`config.mk`:
```
export PLATFORM = sky130hd
export DESIGN_NAME = tx_stream_arbiter
export DESIGN_NICKNAME = d
export VERILOG_FILES = /design/src/rtl/tx_stream_arbiter.sv
export SDC_FILE = /design/constraint.sdc
export NUM_CORES = 1
export LEC_CHECK = 0
export ABC_AREA = 1
export CORE_ASPECT_RATIO = 0.7
export CORE_UTILIZATION = 42
export CTS_CLUSTER_DIAMETER = 40
export CTS_CLUSTER_SIZE = 28
export DETAILED_ROUTE_END_ITERATION = 8
export PLACE_DENSITY = 0.81
export SLEW_MARGIN = 25
export SYNTH_ARGS = -nofsm -noshare
export SYNTH_HDL_FRONTEND = slang
export SYNTH_SLANG_ARGS = --single-unit
```
`constraint.sdc`:
```
create_clock -name clk_system -period 4.26 [get_ports clk_system]
set_input_delay 0.852 -clock clk_system [delete_from_list [all_inputs] [get_ports clk_system]]
set_output_delay 0.852 -clock clk_system [all_outputs]
set_load 0.05 [all_outputs]
```
`src/rtl/tx_stream_arbiter.sv`:
```
// tx_stream_arbiter
//   Packet-locked round-robin arbiter. Several byte-stream sources share one
//   SPI TX channel. A grant is held for a whole packet, which ends on a word
//   accepted with s_last high. The output word is held in a single register
//   stage toward the SPI TX queue.
//
// Ports
//   clk_system   single clock, rising edge
//   rstn_system  asynchronous active-low reset
//   s_valid      per-requester word valid                 [NUM_REQUESTERS]
//   s_ready      per-requester word accepted              [NUM_REQUESTERS]
//   s_data       requester i word at [i*WORD_SIZE +: WORD_SIZE]
//   s_last       per-requester end-of-packet flag         [NUM_REQUESTERS]
//   m_valid      output word valid
//   m_ready      downstream accepts output word
//   m_data       output word                              [WORD_SIZE]
//   busy         high while a packet grant is held (LOCKED)
//   grant_id     current or most recent grant holder
module tx_stream_arbiter #(
  parameter int unsigned NUM_REQUESTERS = 3,
  parameter int unsigned WORD_SIZE      = 8
) (
  input  logic                                 clk_system,
  input  logic                                 rstn_system,
  input  logic [NUM_REQUESTERS-1:0]            s_valid,
  output logic [NUM_REQUESTERS-1:0]            s_ready,
  input  logic [NUM_REQUESTERS*WORD_SIZE-1:0]  s_data,
  input  logic [NUM_REQUESTERS-1:0]            s_last,
  output logic                                 m_valid,
  input  logic                                 m_ready,
  output logic [WORD_SIZE-1:0]                 m_data,
  output logic                                 busy,
  output logic [$clog2(NUM_REQUESTERS)-1:0]    grant_id
);

  localparam int unsigned GW = $clog2(NUM_REQUESTERS);

  typedef enum logic [0:0] {
    IDLE   = 1'b0,
    LOCKED = 1'b1
  } state_t;

  state_t                 state, state_d;
  logic [GW-1:0]          last_grant, last_grant_d;
  logic [GW-1:0]          grant_d;
  logic                   m_valid_d;
  logic [WORD_SIZE-1:0]   m_data_d;

  // Granted source's signals
  logic [WORD_SIZE-1:0]   sel_data;
  logic                   sel_valid;
  logic                   sel_last;

  // Handshake helpers
  logic                   out_free;
  logic                   accept;

  // Round-robin search
  logic [GW:0]                  start;
  logic [2*NUM_REQUESTERS-1:0]  req_dbl;
  logic [2*NUM_REQUESTERS-1:0]  req_rot;
  logic [GW+1:0]                pick_sum;
  logic [GW-1:0]                pick;

  // Mux the granted requester's lane; compare-based so no index can exceed
  // the requester count when NUM_REQUESTERS is not a power of two.
  always_comb begin
    sel_data  = '0;
    sel_valid = 1'b0;
    sel_last  = 1'b0;
    for (int unsigned i = 0; i < NUM_REQUESTERS; i++) begin
      if (grant_id == GW'(i)) begin
        sel_data  = s_data[i*WORD_SIZE +: WORD_SIZE];
        sel_valid = s_valid[i];
        sel_last  = s_last[i];
      end
    end
  end

  // Output register can take a word when empty or draining this cycle.
  assign out_free = !m_valid || m_ready;
  assign accept   = (state == LOCKED) && out_free && sel_valid;
  assign busy     = (state == LOCKED);

  // s_ready depends only on state, grant_id, m_valid and m_ready.
  always_comb begin
    s_ready = '0;
    for (int unsigned i = 0; i < NUM_REQUESTERS; i++) begin
      s_ready[i] = (state == LOCKED) && (grant_id == GW'(i)) && out_free;
    end
  end

  // Rotate a doubled request vector so bit 0 is requester last_grant+1, then
  // take the lowest set bit and map its offset back modulo NUM_REQUESTERS.
  always_comb begin
    start    = {1'b0, last_grant} + (GW+1)'(1);
    req_dbl  = {s_valid, s_valid};
    req_rot  = req_dbl >> start;
    pick_sum = '0;
    for (int unsigned j = NUM_REQUESTERS; j > 0; j--) begin
      if (req_rot[j-1]) begin
        pick_sum = (GW+2)'(start) + (GW+2)'(j-1);
      end
    end
    if (pick_sum >= (GW+2)'(NUM_REQUESTERS)) begin
      pick = GW'(pick_sum - (GW+2)'(NUM_REQUESTERS));
    end else begin
      pick = GW'(pick_sum);
    end
  end

  // Next-state and datapath
  always_comb begin
    state_d      = state;
    grant_d      = grant_id;
    last_grant_d = last_grant;
    m_valid_d    = m_valid;
    m_data_d     = m_data;

    unique case (state)
      IDLE: begin
        if (|s_valid) begin
          grant_d = pick;
          state_d = LOCKED;
        end
      end
      LOCKED: begin
        if (accept && sel_last) begin
          last_grant_d = grant_id;
          state_d      = IDLE;
        end
      end
      default: state_d = IDLE;
    endcase

    // Accept reloads the register even while the old word drains; otherwise
    // a downstream take empties it and a stall holds it.
    if (accept) begin
      m_valid_d = 1'b1;
      m_data_d  = sel_data;
    end else if (m_ready) begin
      m_valid_d = 1'b0;
    end
  end

  always_ff @(posedge clk_system or negedge rstn_system) begin
    if (!rstn_system) begin
      state      <= IDLE;
      grant_id   <= '0;
      last_grant <= GW'(NUM_REQUESTERS - 1);
      m_valid    <= 1'b0;
      m_data     <= '0;
    end else begin
      state      <= state_d;
      grant_id   <= grant_d;
      last_grant <= last_grant_d;
      m_valid    <= m_valid_d;
      m_data     <= m_data_d;
    end
  end

endmodule

```
==> flow_summary.ini <==
[routing]
firstDrtPassIters = 4
first_iter_violations = 76
vias = 1220
wl_per_cell_um = 13.3
via_per_inst = 5.10
totalWireLength_um = 3180
route.detailed.drc = 0
ant_nets = 0

[grt]
grt_use_met3 = 0.0464
grt_pass1_vias = 1220
grt_overflow = 0
grt_pass1_wl_um = 5350
top_usage_layer = met2
track_usage = 0.255
grt_util_met1 = 0.317
antenna_found_initial = 0
grtUsageMet2 = 0.457
grt_max_degree = 18

[setup_path]
crit_type = input port to primary output
crit_fanout = 4
cp.required_ns = 3.41
cp-start-kind = input port
reg2reg_slack_ns = 2.17
crit_arrival_ns = 2.57
setup.worst_path.end_class = primary output

[timing]
final-setup-viol-count = 0
slew_viol_final = 0
setup_slack_ns = 0.841
tightest_slew_ns = 0.626
rsz0062_at_grt = no
finalHoldViolations = 0
max_freq_mhz = 292
clock_skew_ns = 0.00129
period_needed_ns = 3.42
min_period_over_period = 0.803
tns_ns = 0
relSlewSlack = 0.581

[yosys]
synth_compound_area_frac = 0.124
synth_area_leader_cell = dfrtp_1
ys_ff_latch = 14
muxShareOfSynthArea = 0
synth.cell_area_sq_um = 1070
synthAdderAreaFrac = 0.0467
ys_types = 23
seq_area_frac_synth = 0.328
synthSimpleGateAreaFrac = 0.410
yosysTopAreaCellShare = 0.303
synthCells = 157
ys.warnings.count = 0
netlist_top_cells_area = dfrtp_1 (30%), nand2_1 (22%), nand3_1 (7.0%)
synth_nets = 194
synth_xor_area_frac = 0.00817
syn_area_per_cell_sq_um = 6.83
synth_top_family_by_area = simple AND/OR/NAND/NOR gates

[placement]
globalplace.congestion = 0.846
place_area_sq_um = 1570
place.detailed.hpwl_um = 2690
numPortBuffers = 47
place_ws_ns = 0.831
place_inst = 235

[pwr]
p_sw_w = 0.000768
seqPwrFrac = 0.194
switching_share = 0.563
pwr_density_cell_nw_per_um2 = 848
power_frac_comb = 0.737
internal-power_w = 0.000596
p_leak_nw = 0.747
vdd_drop_max_uv = 412
power_w = 0.00136
power_frac_clock = 0.068

[clocking]
cts_root_buffer = clkbuf_4
clk_latency_ns = 0.28
post_cts_buffers = 0
clkSinkCount = 14
htreeDepth = 1
cts_buffers = 3
cts_tree = yes
clk_pin_slew_ns = 0.08
cts.repair.resized = 0
cts_hold_buf = 0
clk_path_buf_depth = 2

[finish]
mostFrequentLayoutCells = nand2_1 (62), clkdlybuf4s50_1 (47), inv_1 (15), nand3_1 (15), nor2_1 (14)
final_common_cell = nand2_1
fin_area_sq_um = 1610
nets = 245
final_cell_count_no_fill = 239
drive_gt1_frac = 0.106
area_delta_synth_final_pct = 49.9
n_antenna_cell = 0
fillCellCount = 189

[floorplan]
die-area_sq_um = 2760
die_height_um = 44.3
coreArea_sq_um = 2280
initial_utilization = 0.471
num_rows = 14
fp.dieW_um = 62.4
ios = 48

[worst_hold_path]
hp-class = register to register

[flow_run]
drv_cap = 0

[status]
status = finished, final reports clean
[final timing paths]
| path | cells after the start | start | to |
|---|---|---|---|
| setup / recovery | 6 | m_ready | s_ready[1] |
| hold / removal | 2 | m_valid | m_valid |
| max in group asynchronous | 1 | rstn_system | m_data[7] |
| min in group asynchronous | 1 | rstn_system | m_data[4] |
| hold reg to reg | 2 | m_valid | m_valid |
| setup reg to reg | 15 | last_grant[0] | grant_id[1] |
[registers in the layout (all words and copies together) (netlist names)]
| signal | count |
|---|---|
| last_grant | 2 |
| m_valid | 1 |
| grant_id | 2 |
| m_data | 8 |
| busy | 1 |
[area by class of cell]
type	count	area, sq um	area share
flip-flops and latches	14	352	0.219
inverters	21	78.8	0.0490
multi-input cells	121	631	0.392
repair buffers	47	470	0.293
well taps	32	40.0	0.0249
clock buffers	4	36.3	0.0226
[cell usage after synthesis]
master / count
a41oi_1: 6
a21oi_2: 1
o21ai_1: 1
inv_1: 15
o31ai_1: 2
o21ai_2: 1
nor3_4: 1
nand3_2: 2
nand2_2: 5
nor2_1: 14
dfrtp_1: 13
nor2_2: 1
nand2_1: 62
ha_1: 4
buf_6: 1
nand3_1: 15
a41oi_2: 2
xor2_1: 1
clkinv_1: 2
o21ai_0: 2
dfstp_2: 1
nor3_1: 1
inv_2: 4
[layer usage]
layer / vias up / share of wire
met3: 8 / 0.048
met4: 0 / 0.027
met1: 560 / 0.44
met2: 43 / 0.48
met5: - / 0
li1: 609 / -
[critical path, cell delays in order]
cell and delay (ns):
clkdlybuf4s50_1 0.46, inv_1 0.05, nand2_1 0.08, nand2_1 0.14
nor3_1 0.15, clkdlybuf4s50_1 0.83
[power groups by stage]
stage / registers [W] / logic [W] / clock network, W
after floorplan: 0.000457 / 0.000531 / 0
after global placement: 0.000265 / 0.000974 / 0
after detailed placement: 0.000267 / 0.00100 / 0
after CTS: 0.000264 / 0.00101 / 0.0000962
after global routing: 0.000271 / 0.00110 / 0.000104
final: 0.000265 / 0.00101 / 0.0000932
[stage by stage]
stage | utilization | hold WS, ns
global placement | 0.690 | 0.510
finish | 0.706 | 0.540
floorplan | - | 0.509
CTS | 0.706 | 0.537
global route | 0.706 | 0.558
detailed placement | 0.690 | 0.517
[cells by family (layout without fill, tap and decap cells)]
logic type | after synthesis | after routing
and+or+nand+nor | 101 | 101
xor gates and xnor gates | 1 | 1
DFF | 14 | 14
adders and majority gates | 4 | 4
AOI/OAI and AO/OA | 15 | 15
buffers and inverters | 22 | 72
Power figures use the tool's default switching activity.
